--- src/rtl/alu_control_unit.sv ---
// Multi-cycle control FSM sitting in front of a purely combinational ALU: accepts one
// instruction over valid/ready and sequences register reads, ALU selects, memory and writeback.
module alu_control_unit #(
  parameter int INSTR_WIDTH   = 16,
  parameter int REG_SEL_WIDTH = 4,
  parameter int MEM_TIMEOUT   = 8,
  parameter int CNT_WIDTH     = 16
) (
  input  logic                     Clk,
  input  logic                     Rst_n,
  // Handshake: Instr_In is taken on a rising edge where Instr_Valid && Instr_Ready; the
  // source holds Instr_In stable while Instr_Valid is high and Instr_Ready is low.
  input  logic                     Instr_Valid,
  input  logic [INSTR_WIDTH-1:0]   Instr_In,
  output logic                     Instr_Ready,
  input  logic                     Resume,
  input  logic                     Mem_Ack,
  output logic [REG_SEL_WIDTH-1:0] Reg1_Sel,
  output logic [REG_SEL_WIDTH-1:0] Reg2_Sel,
  output logic [REG_SEL_WIDTH-1:0] Reg_Wr_Sel,
  output logic                     Reg_Wr_En,
  output logic                     Wb_Src_Mem,
  output logic                     Alu_Add,
  output logic                     Alu_Sub,
  output logic                     Alu_Mul,
  output logic                     Alu_Pass,
  output logic                     Mem_Rd,
  output logic                     Mem_Wr,
  output logic                     Pc_Inc,
  output logic                     Illegal,
  output logic                     Mem_Err,
  output logic                     Halted,
  output logic [CNT_WIDTH-1:0]     Retired_Count,
  output logic [2:0]               Dbg_State
);

  localparam int            TW       = $clog2(MEM_TIMEOUT + 1);
  localparam logic [TW-1:0] TMO_LAST = TW'(MEM_TIMEOUT - 1);

  localparam logic [3:0] OP_NOP   = 4'd0;
  localparam logic [3:0] OP_ADD   = 4'd1;
  localparam logic [3:0] OP_SUB   = 4'd2;
  localparam logic [3:0] OP_MUL   = 4'd3;
  localparam logic [3:0] OP_LOAD  = 4'd4;
  localparam logic [3:0] OP_STORE = 4'd5;
  localparam logic [3:0] OP_HALT  = 4'd6;

  // FETCH encodes as 0 so the debug state reads 0 while in reset, like every other output.
  typedef enum logic [2:0] {
    S_FETCH     = 3'd0,
    S_DECODE    = 3'd1,
    S_EXECUTE   = 3'd2,
    S_WRITEBACK = 3'd3,
    S_MEM       = 3'd4,
    S_HALT      = 3'd5
  } state_t;

  state_t                 state;
  logic [INSTR_WIDTH-1:0] ir;
  logic [TW-1:0]          tmo_cnt;
  logic [CNT_WIDTH-1:0]   retired;
  logic                   err_flag;
  logic [3:0]             opcode;

  assign opcode = ir[INSTR_WIDTH-1 -: 4];

  always_ff @(posedge Clk or negedge Rst_n) begin
    if (!Rst_n) begin
      state    <= S_FETCH;
      ir       <= '0;
      tmo_cnt  <= '0;
      retired  <= '0;
      err_flag <= 1'b0;
    end else begin
      // err_flag marks only the single FETCH cycle that follows a memory timeout.
      err_flag <= 1'b0;
      case (state)
        S_FETCH: begin
          if (Instr_Valid) begin
            ir    <= Instr_In;
            state <= S_DECODE;
          end
        end
        S_DECODE: begin
          case (opcode)
            OP_NOP: begin
              retired <= retired + CNT_WIDTH'(1);
              state   <= S_FETCH;
            end
            OP_HALT: begin
              retired <= retired + CNT_WIDTH'(1);
              state   <= S_HALT;
            end
            OP_ADD, OP_SUB, OP_MUL: state <= S_EXECUTE;
            OP_LOAD, OP_STORE: begin
              tmo_cnt <= '0;
              state   <= S_MEM;
            end
            default: state <= S_FETCH;
          endcase
        end
        S_EXECUTE: state <= S_WRITEBACK;
        S_WRITEBACK: begin
          retired <= retired + CNT_WIDTH'(1);
          state   <= S_FETCH;
        end
        S_MEM: begin
          if (Mem_Ack) begin
            if (opcode == OP_LOAD) begin
              state <= S_WRITEBACK;
            end else begin
              retired <= retired + CNT_WIDTH'(1);
              state   <= S_FETCH;
            end
          end else if (tmo_cnt == TMO_LAST) begin
            err_flag <= 1'b1;
            state    <= S_FETCH;
          end else begin
            tmo_cnt <= tmo_cnt + TW'(1);
          end
        end
        S_HALT: begin
          if (Resume) state <= S_FETCH;
        end
        default: state <= S_FETCH;
      endcase
    end
  end

  logic in_alu_phase;
  assign in_alu_phase = (state == S_EXECUTE) || (state == S_WRITEBACK);

  // Ready is gated by Rst_n so it only rises once reset is released.
  assign Instr_Ready   = (state == S_FETCH) && Rst_n;
  assign Reg1_Sel      = ir[REG_SEL_WIDTH +: REG_SEL_WIDTH];
  assign Reg2_Sel      = ir[0 +: REG_SEL_WIDTH];
  assign Reg_Wr_Sel    = ir[2*REG_SEL_WIDTH +: REG_SEL_WIDTH];
  assign Reg_Wr_En     = (state == S_WRITEBACK);
  assign Wb_Src_Mem    = (state == S_WRITEBACK) && (opcode == OP_LOAD);
  assign Alu_Add       = in_alu_phase && (opcode == OP_ADD);
  assign Alu_Sub       = in_alu_phase && (opcode == OP_SUB);
  assign Alu_Mul       = in_alu_phase && (opcode == OP_MUL);
  assign Alu_Pass      = (state == S_MEM) && (opcode == OP_STORE);
  assign Mem_Rd        = (state == S_MEM) && (opcode == OP_LOAD);
  assign Mem_Wr        = (state == S_MEM) && (opcode == OP_STORE);
  assign Pc_Inc        = (state == S_DECODE);
  assign Illegal       = (state == S_DECODE) && (opcode > OP_HALT);
  assign Mem_Err       = err_flag && (state == S_FETCH);
  assign Halted        = (state == S_HALT);
  assign Retired_Count = retired;
  assign Dbg_State     = state;

endmodule

--- config.mk ---
export PLATFORM = sky130hd
export DESIGN_NAME = alu_control_unit
export DESIGN_NICKNAME = d
export VERILOG_FILES = /design/src/rtl/alu_control_unit.sv
export SDC_FILE = /design/constraint.sdc
export NUM_CORES = 1
export LEC_CHECK = 0
export BUFFER_PORTS_ARGS = -buffer_cell sky130_fd_sc_hd__buf_2
export CORE_MARGIN = 2
export CORE_UTILIZATION = 55
export DETAILED_ROUTE_END_ITERATION = 6
export PLACE_DENSITY = 0.84
export SLEW_MARGIN = 10
export SYNTH_ARGS = -nofsm -noshare
export SYNTH_HDL_FRONTEND = slang
export SYNTH_SLANG_ARGS = --single-unit
--- constraint.sdc ---
create_clock -name Clk -period 3.3 [get_ports Clk]
set_clock_uncertainty 0.2 [all_clocks]
set_input_delay 0.495 -clock Clk [delete_from_list [all_inputs] [get_ports Clk]]
set_output_delay 0.495 -clock Clk [all_outputs]
set_load 0.05 [all_outputs]
Yosys cells after proc, flatten, opt, wreduce, memory -nomap -nowiden
Cells that the tools add are included.
Cells by class
  $add $sub $neg: 2
  order comparisons: 1
  equal/unequal tests: 21
  mux-type cells: 18
  reduce and logical (&&, ||, !) cells: 21
Operator list (count)
  $mux W16: 3
  $pmux W16 S3: 1
  $add A16 B1 Y16 const B: 1
  $eq A4 B3 Y1 const B: 4
  $pmux W3 S5: 1
  $ne A2 B2 Y1 const B: 7
  $mux W3: 4
  $mux W4: 3
  $logic_and A1 B1 Y1: 9
  $pmux W3 S3: 1
  $eq A4 B2 Y1 const B: 2
  $pmux W4 S2: 1
  $reduce_and A4 Y1: 2
  $eq A3 B2 Y1 const B: 2
  $eq A3 B3 Y1 const B: 2
  $add A4 B1 Y4 const B: 1
  $eq A4 B1 Y1 const B: 1
  $gt A4 B3 Y1 const B: 1
  $logic_not A4 Y1: 1
  $reduce_or A2 Y1: 2
  $eq A3 B1 Y1 const B: 1
  $logic_not A3 Y1: 1
  $mux W1: 3
  $ne A3 B3 Y1 const B: 1
  other kinds (8): 8
Storage, ports and cells
  register bits: 40
  output and inout bits: 44
  logic and storage cells: 68

Longest topological paths before layout
Gate-level depths: netlist of the first run.
  depth in word-level cells: 4
  gate-level depth with buffers: 8
  depth with buffers taken out: 6

Worst setup path after synthesis of the first run
No wires, ideal clock.
  kind: reg-to-output
  from: register state[1] (netlist: Dbg_State[1])
  to: output Mem_Wr
  arrival time: 3.222 ns
  data required time: 2.605 ns
  setup slack: -0.617 ns
  stages on the path, launching flop included: 6
  cells stage by stage: dfrtp_1 -> buf_4 -> nor2_2 -> nand2_1 -> nor4b_1 -> buf_4
On the way
  longest elaborated chain between the ends: 2
RTL lines
  from (decl): RTL line 58  | state_t state;
  from (signal assigned): RTL line 69  | state <= S_FETCH;
  from (signal assigned): RTL line 81  | state <= S_DECODE;
  from (signal assigned): RTL line 88  | state <= S_FETCH;
  $eq A3 B3 Y1
  $logic_and A1 B1 Y1
  to (decl): RTL line 28  | output logic Mem_Wr,
Every way passes these cells.

Final worst setup path of the first run
  from: register state[0] (netlist: Dbg_State[0])
  to: output Illegal
On the way
  longest elaborated chain between the ends: 2
RTL lines
  $eq A3 B1 Y1: RTL line 147  | assign Illegal = (state == S_DECODE) && (opcode > OP_HALT);
  $logic_and A1 B1 Y1: RTL line 147
  to (decl): RTL line 30  | output logic Illegal,
Every way passes these cells.

==> results of run 1 <==
==> logic make-up after synthesis <==
logic type / synth area share
flops: 0.456
fa+ha+maj: 0.0114
simple gates: 0.169
buf+inv: 0.0877
compound gates: 0.111
mux: 0.0940
xor+xnor: 0.0712
==> final cells by class <==
cell class                      count  area [um^2]  area share
Multi-Input combinational cell    129         1010       0.396
Tap cell                           48         60.1      0.0236
Inverter                            6         22.5     0.00884
Clock inverter                      2         60.1      0.0236
Clock buffer                        5         68.8      0.0270
Sequential cell                    40         1000       0.393
Timing Repair Buffer               65          328       0.129
==> layout by cell type, fill, tap and decap left out, types with 5 or more instances in the layout <==
master,Yosys,routed
xor2_1,15,15
dfrtp_1,40,40
nor2_1,12,12
inv_1,5,5
nand3_1,8,8
a211oi_1,5,5
buf_2,4,64
nand2_1,11,11
a21oi_1,8,8
mux2_2,17,17
clkbuf_8,0,5
==> state kept, by name, summed over array words and instances, names as in the netlist <==
name and cells:
Retired_Count 16, Dbg_State 3, err_flag 1, ir 16
tmo_cnt 4
==> worst reg2reg max path, delay by kind of cell, from the launching register on <==
kind,cells,cell delay (ns)
AO/OA/AOI/OAI,2,0.70
flip-flops,1,0.62
AND/OR/NAND/NOR,2,0.39
XOR/XNOR,1,0.19
buffers and inverters,1,0.07
==> through the flow <==
| stage | worst slack, ns | std cells | hold slack (ns) | util |
|---|---|---|---|---|
| after CTS | 0.759 | 295 | 0.125 | 0.681 |
| after global routing | 0.637 | 295 | 0.156 | 0.681 |
| final | 0.760 | 295 | 0.115 | 0.681 |
| after global placement | 1.08 | 288 | 0.253 | 0.646 |
| after floorplan | 0.175 | 198 | -0.000591 | - |
| after detailed placement | 1.03 | 288 | 0.263 | 0.646 |
==> worst paths after layout <==
check | startpoint | end | slack, ns | depth (start not counted)
worst max register to register | Dbg_State[2] | Retired_Count[10] | 1.01 | 6
worst max-delay path | Dbg_State[0] | Illegal | 0.76 | 3
worst min-delay path | Rst_n | ir[11] | 0.12 | 2
worst min register to register | Retired_Count[15] | Retired_Count[15] | 0.27 | 1
min in group Clk | Instr_In[14] | ir[14] | 0.23 | 2
max in group asynchronous | Rst_n | Retired_Count[13] | 2.45 | 2
==> layer usage <==
layer	global-route usage	up-vias
li1	-	782
met1	0.283	789
met3	0.0517	7
met5	0	-
met4	0.0689	0
met2	0.321	48
==> impl_metrics.toml, run 1 <==
[die]
die_height_um = 67.2
start_util = 0.587
rows = 22
fp.dieW_um = 67.2
core_area_um2 = 3740
dieArea_um2 = 4510
ioPinCount = 65

[critical_path]
max_stage_delay_ns = 0.65
critPathBufInv = 1
end_kind = "output pin"
worstPathRequired_ns = 2.60
worstPathCellList = "or3b_1, nor2_1, buf_2"
crit_path_top_delay_cell = "dfrtp_1"
start_kind = "flop"
path_max_fanout = 15
crit_family = "flip-flops"
path_class = "reg -> out"
crit_arrival_ns = 1.84

[drt]
drt_iter0_markers = 125
wire_per_inst_um = 14.1
route.detailed.drc = 0
m1WireLength_um = 1890
top_layer_used = "met4"
num_vias = 1626
wl_um = 4170
ant_nets = 0
wl_met3_um = 267
wl_met2_um = 1950
via_per_inst = 5.51
drtPass1Iterations = 4

[worst_hold_path]
min_path_type = "in -> async"

[synthesis]
netlist_top_cells_count = "dfrtp_1, mux2_2, buf_4, xor2_1, nor2_1"
synthCells = 198
synth-async-reset-ratio = 1.00
synth_warnings = 0
synth_edf_count = 0
yosysTopAreaCell = "dfrtp_1"
syn-num-nets = 221
synth.avg_cell_area_um2 = 11.1
ys_seq_area_frac = 0.456
yosysMostFrequentCell = "dfrtp_1"
synth.area.top_cells = "dfrtp_1, mux2_2, xor2_1"
ys_seq_elements = 40
synth_cell_types = 49
syn-cell-area_um2 = 2200
synthFlopType = "dfrtp_1"
synth_top_cell_area_share = 0.456

[clocking]
cts_setup_buffers = 0
ctsResizeCount = 0
cts-buffers-inserted = 5
clk_pin_slew_ns = 0.08
htreeDepth = 2
hold_buffers = 0
numClockSinks = 40
root_buffer = "clkbuf_8"
cts_tree = "done"
clock_latency_ns = 0.29
clock_path_buffers = 2

[timing]
fmax_ghz = 0.394
layout_min_cycle_time_ns = 2.54
fin_crit_sh = 0.770
rsz0062_at_grt = "false"
drv_slew = 0
setup-violations-final = 0
tightest_slew_ns = 0.757
fin_setup_tns_ns = 0
hold_violations = 0
maxSlewHeadroom = 0.496

[placed_design]
gp_congestion = 0.869
dp_hpwl_um = 3120
dpl_cell_area_um2 = 2420
portBuffers = 64

[grt]
gr-usage-all-layers = 0.206
grt_max_degree = 41
grt_overflow = 0
grt_pass1_wl_um = 6910
antenna_found_initial = 0
grt_pass1_vias = 1454

[layout]
syn2layout_area_growth_pct = 16.1
nNetsFinal = 270
drive_gt1_frac = 0.421
diodes = 0
design_area_um2 = 2550
fill_cells = 304

[flow_run]
maxCapViolCount = 0

[run_status]
status = "finished, final reports clean"
Power of run 1 is not shown: default switching activity piles up to over one toggle a cycle in this logic, so the estimate is an artifact.
==> run 2: changes to the inputs <==
--- a/config.mk
+++ b/config.mk
@@ -7,9 +7,9 @@
 export LEC_CHECK = 0
 export BUFFER_PORTS_ARGS = -buffer_cell sky130_fd_sc_hd__buf_2
 export CORE_MARGIN = 2
-export CORE_UTILIZATION = 55
+export CORE_UTILIZATION = 46
 export DETAILED_ROUTE_END_ITERATION = 6
-export PLACE_DENSITY = 0.84
+export PLACE_DENSITY = 0.75
 export SLEW_MARGIN = 10
 export SYNTH_ARGS = -nofsm -noshare
 export SYNTH_HDL_FRONTEND = slang
==> constraint.sdc (replaced) <==
create_clock -name Clk -period 2.3 [get_ports Clk]
set_clock_uncertainty 0.2 [all_clocks]
set_input_delay 0.345 -clock Clk [delete_from_list [all_inputs] [get_ports Clk]]
set_output_delay 0.345 -clock Clk [all_outputs]
set_load 0.05 [all_outputs]
==> run 2 against run 1 <==
  * Routed wire length is 3.0% higher
  * Hold slack worse by 0.036 ns
  * Highest routed layer unchanged
  * Register-to-register slack worse by 0.81 ns
  * Critical endpoint is now Wb_Src_Mem
  * First-iteration DRC count is 58% lower
  * Global-route usage is 4.2 points lower
  * Die area is 18% higher
  * Utilization is 12 points lower
  * Sequential cell count stayed put
==> impl_metrics.toml, run 2 (same netlist as run 1, synthesis figures left out) <==
[worst_hold_path]
min_path_type = "in -> reg"

[clocking]
clock_latency_ns = 0.29
clk_pin_slew_ns = 0.08
root_buffer = "clkbuf_8"
numClockSinks = 40
htreeDepth = 2
cts_setup_buffers = 0
cts-buffers-inserted = 5
clock_path_buffers = 2
cts_tree = "done"

[timing]
fin_crit_sh = 0.990
fmax_ghz = 0.439
maxSlewHeadroom = 0.645
hold_violations = 0
rsz0062_at_grt = "true"
drv_slew = 0
setup-violations-final = 0
layout_min_cycle_time_ns = 2.28
tightest_slew_ns = 0.531
setup_ws_ns = 0.0233

[drt]
wl_um = 4300
drt_iter0_markers = 53
num_vias = 1622
wire_per_inst_um = 13.9
drtPass1Iterations = 4
ant_nets = 0
route.detailed.drc = 0
via_per_inst = 5.25

[layout]
final_common_cell = "buf_2"
fill_cells = 411
register_area_um2 = 1010
drive_gt1_frac = 0.467
syn2layout_area_growth_pct = 19.9
multiInputGateArea_um2 = 1040
final_cell_mix = "buf_2, dfrtp_1, mux2_2"
diodes = 0
nNetsFinal = 277

[critical_path]
path_max_fanout = 9
max_stage_delay_ns = 0.60
worstPathCellList = "or4b_4, nor2_1, buf_6"
start_kind = "flop"
path_class = "reg -> out"
worstPathRequired_ns = 1.75
end_kind = "output pin"
crit_arrival_ns = 1.73
crit_path_top_delay_cell = "or4b_4"

[grt]
grt_overflow = 0
antenna_found_initial = 0
grt_pass1_vias = 1494
grt_pass1_wl_um = 6820
grt_max_degree = 41
gr-usage-all-layers = 0.164

[placed_design]
place_ws_ns = 0.230
dp_hpwl_um = 3140
gp_congestion = 0.811
portBuffers = 64

[die]
core_area_um2 = 4660
fp.dieW_um = 73.1
rows = 25
ioPinCount = 65
start_util = 0.471
dieArea_um2 = 5340
die_height_um = 73.1

[run_status]
status = "finished, final reports clean"

[flow_run]
maxCapViolCount = 0
## run 2: final timing paths
kind,startpoint,to,slack [ns],cells after the start
min in group asynchronous,Rst_n,Dbg_State[1],0.44,3
setup / recovery,ir[12],Wb_Src_Mem,0.02,3
hold reg to reg,Retired_Count[15],Retired_Count[15],0.27,1
hold / removal,Instr_In[14],ir[14],0.08,2
max in group asynchronous,Rst_n,Dbg_State[2],1.08,3
setup reg to reg,Dbg_State[1],Retired_Count[6],0.20,7
## run 2: worst max-delay path: cells and delay by family (launching register included)
family	cells	cell delay, ns
AND/OR/NAND/NOR	2	0.79
flip-flops	1	0.47
buffers and inverters	1	0.19
## run 2: timing repair
| action | 4_1_cts | 5_1_grt |
|---|---|---|
| endpoints found under the setup margin | 5 | 4 |
| hold endpoints to repair | 40 | 0 |
| hold buffers | 1 | 0 |
| pin swaps | 0 | 0 |
| gates resized for setup | 4 | 9 |
## run 2: through the flow
stage	TNS [ns]	std cells	hold WS [ns]	area, um^2	utilization
6_report	0	309	0.0788	2630	0.565
5_1_grt	-0.0285	309	0.0714	2630	0.565
4_1_cts	-0.0512	309	0.0732	2610	0.560
3_5_place_dp	0	300	0.248	2500	0.536
3_3_place_gp	0	300	0.246	2500	0.536
2_1_floorplan	-0.302	198	-0.151	2230	-
## run 2: final cells by class
cell class	count	share of cell area
clock buffers	6	0.0314
well taps	54	0.0257
clock inverters	2	0.00570
flip-flops and latches	40	0.382
repair buffers	72	0.153
inverters	6	0.00855
multi-input cells	129	0.394
## run 2: layer usage
metal,wire (um),part of all wire,GRT usage
met5,0,0,0
met1,1970,0.46,0.215
met4,47,0.011,0.0494
met2,2050,0.48,0.263
met3,228,0.053,0.0456
Power of run 2 is left out for the same reason.
